===== src/rtl/rs_pkg.sv =====
// Shared reservation-station types and default sizing, used by the RS issue
// logic and its allocator companion.
package rs_pkg;

  localparam int unsigned RS_SIZE_DEF        = 4;
  localparam int unsigned RS_INDEX_WIDTH_DEF = 2;
  localparam int unsigned AGE_WIDTH_DEF      = 3;

  typedef logic [RS_INDEX_WIDTH_DEF-1:0] rs_idx_t;
  typedef logic [AGE_WIDTH_DEF-1:0]      rs_age_t;

  typedef struct packed {
    logic    valid;
    logic    rdy;
    logic    picked;
    rs_age_t age;
  } rs_entry_state_t;

endpackage


===== src/rtl/rs_pick2.sv =====
// Combinational pick-two over the RS candidate vector.
// RS_AGE_ORDER_EN defined: oldest first (highest age, ties to lowest index).
// RS_AGE_ORDER_EN undefined: lowest index first, then next lowest.
module rs_pick2 #(
  parameter int unsigned RS_SIZE        = 4,
  parameter int unsigned RS_INDEX_WIDTH = 2
`ifdef RS_AGE_ORDER_EN
  ,
  parameter int unsigned AGE_WIDTH      = 3
`endif
) (
  input  logic [RS_SIZE-1:0]                cand,
`ifdef RS_AGE_ORDER_EN
  input  logic [RS_SIZE-1:0][AGE_WIDTH-1:0] ages,
`endif
  output logic                              first_found,
  output logic [RS_INDEX_WIDTH-1:0]         first_index,
  output logic                              second_found,
  output logic [RS_INDEX_WIDTH-1:0]         second_index
);

`ifdef RS_AGE_ORDER_EN
  logic [AGE_WIDTH-1:0] best_age;

  // Two oldest-first scans; strict '>' keeps the lowest index on equal ages.
  always_comb begin
    first_found  = 1'b0;
    first_index  = '0;
    second_found = 1'b0;
    second_index = '0;
    best_age     = '0;
    for (int unsigned i = 0; i < RS_SIZE; i++) begin
      if (cand[i] && (!first_found || ages[i] > best_age)) begin
        first_found = 1'b1;
        first_index = RS_INDEX_WIDTH'(i);
        best_age    = ages[i];
      end
    end
    best_age = '0;
    for (int unsigned i = 0; i < RS_SIZE; i++) begin
      if (cand[i] && !(first_found && first_index == RS_INDEX_WIDTH'(i)) &&
          (!second_found || ages[i] > best_age)) begin
        second_found = 1'b1;
        second_index = RS_INDEX_WIDTH'(i);
        best_age     = ages[i];
      end
    end
  end
`else
  // Ascending scan: first candidate seen, then the next one.
  always_comb begin
    first_found  = 1'b0;
    first_index  = '0;
    second_found = 1'b0;
    second_index = '0;
    for (int unsigned i = 0; i < RS_SIZE; i++) begin
      if (cand[i]) begin
        if (!first_found) begin
          first_found = 1'b1;
          first_index = RS_INDEX_WIDTH'(i);
        end else if (!second_found) begin
          second_found = 1'b1;
          second_index = RS_INDEX_WIDTH'(i);
        end
      end
    end
  end
`endif

endmodule


===== src/rtl/rs_issue_select.sv =====
// RS issue select: per-entry valid/ready/picked(/age) state, two write ports,
// wakeup, and two registered issue slots with valid/ready handshakes.
// Optional RS_AGE_ORDER_EN: oldest-first picking with per-entry age counters.
module rs_issue_select
  import rs_pkg::*;
#(
  parameter int unsigned RS_SIZE        = RS_SIZE_DEF,
  parameter int unsigned RS_INDEX_WIDTH = RS_INDEX_WIDTH_DEF,
  parameter int unsigned AGE_WIDTH      = AGE_WIDTH_DEF
) (
  input  logic                      clk,
  input  logic                      rst_n,
  input  logic                      flush_i,
  input  logic                      wr_first_en_i,
  input  logic [RS_INDEX_WIDTH-1:0] wr_first_index_i,
  input  logic                      wr_first_ready_i,
  input  logic                      wr_second_en_i,
  input  logic [RS_INDEX_WIDTH-1:0] wr_second_index_i,
  input  logic                      wr_second_ready_i,
  input  logic [RS_SIZE-1:0]        wakeup_i,
  output logic [RS_SIZE-1:0]        rs_unused_o,
  output logic                      issue_first_valid_o,
  output logic [RS_INDEX_WIDTH-1:0] issue_first_index_o,
  input  logic                      issue_first_ready_i,
  output logic                      issue_second_valid_o,
  output logic [RS_INDEX_WIDTH-1:0] issue_second_index_o,
  input  logic                      issue_second_ready_i
);

  logic [RS_SIZE-1:0]        entry_valid, entry_rdy, entry_picked;
  logic [RS_SIZE-1:0]        cand, wr_hit, wr_rdy, fire_hit, load_hit;
  logic                      slot0_valid, slot1_valid;
  logic [RS_INDEX_WIDTH-1:0] slot0_index, slot1index_q;
  logic                      fire0, fire1, avail0, avail1;
  logic                      pick0_found, pick1_found;
  logic [RS_INDEX_WIDTH-1:0] pick0_index, pick1_index;
  logic                      load0, load1;
  logic [RS_INDEX_WIDTH-1:0] load1_index;

  assign cand   = entry_valid & entry_rdy & ~entry_picked;
  assign fire0  = slot0_valid & issue_first_ready_i;
  assign fire1  = slot1_valid & issue_second_ready_i;
  assign avail0 = !slot0_valid | issue_first_ready_i;
  assign avail1 = !slot1_valid | issue_second_ready_i;

`ifdef RS_AGE_ORDER_EN
  logic [RS_SIZE-1:0][AGE_WIDTH-1:0] entry_age;

  rs_pick2 #(
    .RS_SIZE        (RS_SIZE),
    .RS_INDEX_WIDTH (RS_INDEX_WIDTH),
    .AGE_WIDTH      (AGE_WIDTH)
  ) u_pick2 (
    .cand         (cand),
    .ages         (entry_age),
    .first_found  (pick0_found),
    .first_index  (pick0_index),
    .second_found (pick1_found),
    .second_index (pick1_index)
  );
`else
  rs_pick2 #(
    .RS_SIZE        (RS_SIZE),
    .RS_INDEX_WIDTH (RS_INDEX_WIDTH)
  ) u_pick2 (
    .cand         (cand),
    .first_found  (pick0_found),
    .first_index  (pick0_index),
    .second_found (pick1_found),
    .second_index (pick1_index)
  );
`endif

  // Slot 0 always takes the first pick; slot 1 takes the second pick only
  // when slot 0 is also loading, otherwise the first pick.
  assign load0       = avail0 & pick0_found;
  assign load1       = avail0 ? (avail1 & pick1_found) : (avail1 & pick0_found);
  assign load1_index = avail0 ? pick1_index : pick0_index;

  // Per-entry decode of writes, fires and slot loads.
  always_comb begin
    wr_hit   = '0;
    wr_rdy   = '0;
    fire_hit = '0;
    load_hit = '0;
    for (int unsigned i = 0; i < RS_SIZE; i++) begin
      if (wr_first_en_i && wr_first_index_i == RS_INDEX_WIDTH'(i)) begin
        wr_hit[i] = 1'b1;
        wr_rdy[i] = wr_first_ready_i | wakeup_i[i];
      end
      if (wr_second_en_i && wr_second_index_i == RS_INDEX_WIDTH'(i)) begin
        wr_hit[i] = 1'b1;
        wr_rdy[i] = wr_second_ready_i | wakeup_i[i];
      end
      fire_hit[i] = (fire0 && slot0_index == RS_INDEX_WIDTH'(i)) ||
                    (fire1 && slot1index_q == RS_INDEX_WIDTH'(i));
      load_hit[i] = (load0 && pick0_index == RS_INDEX_WIDTH'(i)) ||
                    (load1 && load1_index == RS_INDEX_WIDTH'(i));
    end
  end

  // Entry valid/rdy/picked update; flush beats writes, fires and loads.
  always_ff @(posedge clk or negedge rst_n) begin
    if (!rst_n) begin
      entry_valid  <= '0;
      entry_rdy    <= '0;
      entry_picked <= '0;
    end else if (flush_i) begin
      entry_valid  <= '0;
      entry_picked <= '0;
    end else begin
      for (int unsigned i = 0; i < RS_SIZE; i++) begin
        if (wr_hit[i]) begin
          entry_valid[i]  <= 1'b1;
          entry_picked[i] <= 1'b0;
          entry_rdy[i]    <= wr_rdy[i];
        end else begin
          if (fire_hit[i]) begin
            entry_valid[i]  <= 1'b0;
            entry_picked[i] <= 1'b0;
          end else if (load_hit[i]) begin
            entry_picked[i] <= 1'b1;
          end
          if (entry_valid[i] && wakeup_i[i]) entry_rdy[i] <= 1'b1;
        end
      end
    end
  end

`ifdef RS_AGE_ORDER_EN
  // Saturating age of waiting entries; cleared on write.
  always_ff @(posedge clk or negedge rst_n) begin
    if (!rst_n) begin
      entry_age <= '0;
    end else if (!flush_i) begin
      for (int unsigned i = 0; i < RS_SIZE; i++) begin
        if (wr_hit[i]) entry_age[i] <= '0;
        else if (entry_valid[i] && !entry_picked[i] && entry_age[i] != '1)
          entry_age[i] <= entry_age[i] + 1'b1;
      end
    end
  end
`endif

  // Issue slots: load on a pick, drop on fire without refill, else hold.
  always_ff @(posedge clk or negedge rst_n) begin
    if (!rst_n) begin
      slot0_valid  <= 1'b0;
      slot0_index  <= '0;
      slot1_valid  <= 1'b0;
      slot1index_q <= '0;
    end else if (flush_i) begin
      slot0_valid <= 1'b0;
      slot1_valid <= 1'b0;
    end else begin
      if (load0) begin
        slot0_valid <= 1'b1;
        slot0_index <= pick0_index;
      end else if (fire0) begin
        slot0_valid <= 1'b0;
      end
      if (load1) begin
        slot1_valid  <= 1'b1;
        slot1index_q <= load1_index;
      end else if (fire1) begin
        slot1_valid <= 1'b0;
      end
    end
  end

  assign rs_unused_o          = ~entry_valid;
  assign issue_first_valid_o  = slot0_valid;
  assign issue_first_index_o  = slot0_index;
  assign issue_second_valid_o = slot1_valid;
  assign issue_second_index_o = slot1index_q;

  a_wr_first_free: assert property (@(posedge clk) disable iff (!rst_n)
    wr_first_en_i |-> !entry_valid[wr_first_index_i]);
  a_wr_second_free: assert property (@(posedge clk) disable iff (!rst_n)
    wr_second_en_i |-> !entry_valid[wr_second_index_i]);
  a_wr_distinct: assert property (@(posedge clk) disable iff (!rst_n)
    (wr_first_en_i && wr_second_en_i) |-> (wr_first_index_i != wr_second_index_i));

endmodule

===== config.mk =====
export PLATFORM = sky130hd
export DESIGN_NAME = rs_issue_select
export DESIGN_NICKNAME = d
export VERILOG_FILES = /design/src/rtl/rs_pkg.sv /design/src/rtl/rs_pick2.sv /design/src/rtl/rs_issue_select.sv
export SDC_FILE = /design/constraint.sdc
export NUM_CORES = 1
export LEC_CHECK = 0
export CORE_MARGIN = 4
export CORE_UTILIZATION = 46
export DETAILED_ROUTE_END_ITERATION = 10
export GPL_ROUTABILITY_DRIVEN = 0
export GPL_TIMING_DRIVEN = 0
export PLACE_DENSITY = 0.75
export SLEW_MARGIN = 30
export SYNTH_ARGS = -nofsm -noshare
export SYNTH_HDL_FRONTEND = slang
export SYNTH_SLANG_ARGS = --single-unit

===== constraint.sdc =====
create_clock -name clk -period 4 [get_ports clk]
set_clock_uncertainty 0.1 [all_clocks]
set_input_delay 0.8 -clock clk [delete_from_list [all_inputs] [get_ports clk]]
set_output_delay 0.8 -clock clk [all_outputs]
set_load 0.02 [all_outputs]

==> flow_summary_export.csv <==
group,metric,value,unit
die,io_pins,27,
sta,setup-tns-final,0,ns
flow_run,cap_violations,0,
drt,via_per_inst,6.135,
synth,synth.distinct_cells,47,
clock_network,cts_resized,0,
worst_setup_path,crit_arrival,2.48,ns
status,status,"complete, no violations",
sta,final_max_slew_viol_count,0,
clock_network,cts_tree,"done",
placement,dp_hpwl,2.614,mm
clock_network,ctsHoldBuffers,0,
grt,grt_max_degree,19,
synth,synth_area,0.001304,sq mm
drt,ant_nets,0,
grt,grt_first_pass_wirelength,5.451,mm
synth,synth_area_leaders,"dfrtp_1, ha_1, a31oi_1",
drt,vias,1276,
synth,yosysWarnings,0,
cells_and_area,antennaDiodeCount,0,
die,core_area,0.002734,sq mm
worst_setup_path,cp-start-kind,"register",
synth,synth.most_common_cell,"dfrtp_1",
synth,synth_area_per_cell,8.809,sq um
synth,synth-seq-cells,18,
synth,netlist.area_leader.share,34.55,%
power,p_per_area,360.2,mW/mm^2
drt,drt_iter0_drc,94,
sta,finalSetupViolations,0,
synth,yosys_most_used_dff,"dfrtp_1",
power,leakage,0.7524,nW
sta,slew_headroom,43.83,%
synth,synth_common_cells,"dfrtp_1, inv_1, nand2_1, nor2_1",
drt,drtPass1Iterations,4,
clock_network,cts_root_buf,"clkbuf_4",
grt,grt.total_usage,19.47,%
sta,rsz0062_at_grt,"no",
worst_setup_path,cp_max_fo,6,
synth,synth_fp_nets,170,
clock_network,cts_buffers,3,
sta,tightest_slew,0.8399,ns
placement,port_buffers,26,
worst_hold_path,hold_path_class,"reg2reg",
die,dieHeight,61.24,microns
die,die_x,61.24,microns
die,start_util,47.69,%
synth,synth-seq-area-share,34.55,%
drt,drc_errors,0,
clock_network,clock_sinks,18,
sta,max_freq,0.4176,GHz
cells_and_area,drive_gt1_share,6.780,%
sta,hold_slack,0.4348,ns
synth,synth_edf_count,0,
clock_network,htreeDepth,1,
clock_network,postCtsSetupBuffers,0,
clock_network,clock_path_buffers,2,
cells_and_area,area_growth,24.66,%
sta,hold_viol_final,0,
drt,drt_wl_total,3.353,mm
grt,overflow,0,
worst_setup_path,path_class,"reg2reg",
worst_setup_path,cp.required,4.08,ns
power,ir_drop,0.2885,mV
sta,finalCritPeriodShare,59.87,%
cells_and_area,fillers,254,
grt,antenna_found_initial,0,
sta,fin_crit,2.395,ns
worst_setup_path,end_kind,"register",
worst_setup_path,r2r_slack,1.61,ns
synth,synth_cells,148,
clock_network,insertion_delay,0.29,ns
die,fp-row-count,19,
clock_network,clkTransAtPathRegs,0.10,ns
synth,yosysTopAreaCell,"dfrtp_1",
drt,wl_per_cell,16.12,microns
die,dieArea,0.003750,sq mm
grt,grt_pass1_vias,1195,
synth,synthArstFlopShare,100.0,%
cells_and_area,nNetsFinal,201,
## registers in the layout, summed over array words and instances, names as in the netlist
signal                cells
entry_picked              4
entry_rdy                 4
entry_valid               4
issue_first_index_o       2
issue_second_index_o      2
issue_first_valid_o       1
issue_second_valid_o      1
## power by group
group	switching, mW	leakage, nW	internal (mW)
logic	0.124	0.502	0.111
registers	0.0417	0.236	0.217
clock network	0.0565	0.0138	0.0350
## final cells by class
class	instances	area [sq um]	area share (%)
timing repair buffer	26	260.3	16.01
clock buffer	3	22.52	1.386
inverter	11	41.29	2.540
buffer	5	25.02	1.540
sequential	18	450.4	27.71
multi-input combinational	114	787.0	48.42
tap	31	38.79	2.386
## per-layer routing
| metal | part of all wire [%] | GRT usage, % | up-vias |
|---|---|---|---|
| met2 | 48 | 30.66 | 41 |
| met3 | 5.6 | 4.193 | 4 |
| met1 | 45 | 26.87 | 614 |
| li1 | - | - | 617 |
| met4 | 1.1 | 5.573 | 0 |
| met5 | 0 | 0 | - |
## layout by cell type, fill, tap and decap left out, types with 3 or more instances in the layout
cell type,synthesis,routed
nor2_1,10,10
dfrtp_1,18,18
a31oi_1,8,8
o21ai_1,3,3
a21oi_1,8,8
nand4_1,3,3
nor3_1,8,8
inv_1,10,10
clkbuf_4,0,3
mux2i_1,5,5
nand2_1,10,10
a22o_1,3,3
o21ai_0,3,3
o22a_1,4,4
nand3_1,6,6
ha_1,5,5
clkdlybuf4s50_1,0,26
nand2b_1,3,3
## stage by stage
step / utilization (%) / setup WS [ns] / instances / area [sq um] / total power, mW
floorplan: - / 1.915 / 148 / 1304 / 0.3937
finish: 59.45 / 1.605 / 208 / 1625 / 0.5855
global route: 59.45 / 1.457 / 208 / 1625 / 0.6229
CTS: 59.45 / 1.610 / 208 / 1625 / 0.5894
detailed placement: 58.63 / 1.325 / 205 / 1603 / 0.4963
global placement: 58.63 / 1.325 / 205 / 1603 / 0.4886
## worst max-delay path, cell delays in order, from the launching register on
cell and delay (ns):
dfrtp_1 0.40, nand2_1 0.09, nor2_1 0.24, inv_1 0.11, ha_1 0.20, and4bb_1 0.30
a211oi_1 0.08, o21ai_2 0.28, nand4_2 0.16, mux2_1 0.33
## worst paths after layout
check                          startpoint                       to  cells past startpoint
setup / recovery           entry_valid[1]  issue_second_index_o[0]                      9
hold / removal               entry_rdy[1]             entry_rdy[1]                      1
setup reg to reg           entry_valid[1]  issue_second_index_o[0]                      9
hold reg to reg              entry_rdy[1]             entry_rdy[1]                      1
max in group asynchronous           rst_n           entry_valid[3]                      1
min in group asynchronous           rst_n           entry_valid[2]                      1
## kinds of logic after synthesis
group | share of synthesized area (%)
buf+inv | 5.087
fa+ha+maj | 4.798
simple gates | 26.11
flops | 34.55
mux | 5.566
compound gates | 23.90
Note: power is estimated with default switching activity, not from simulation.
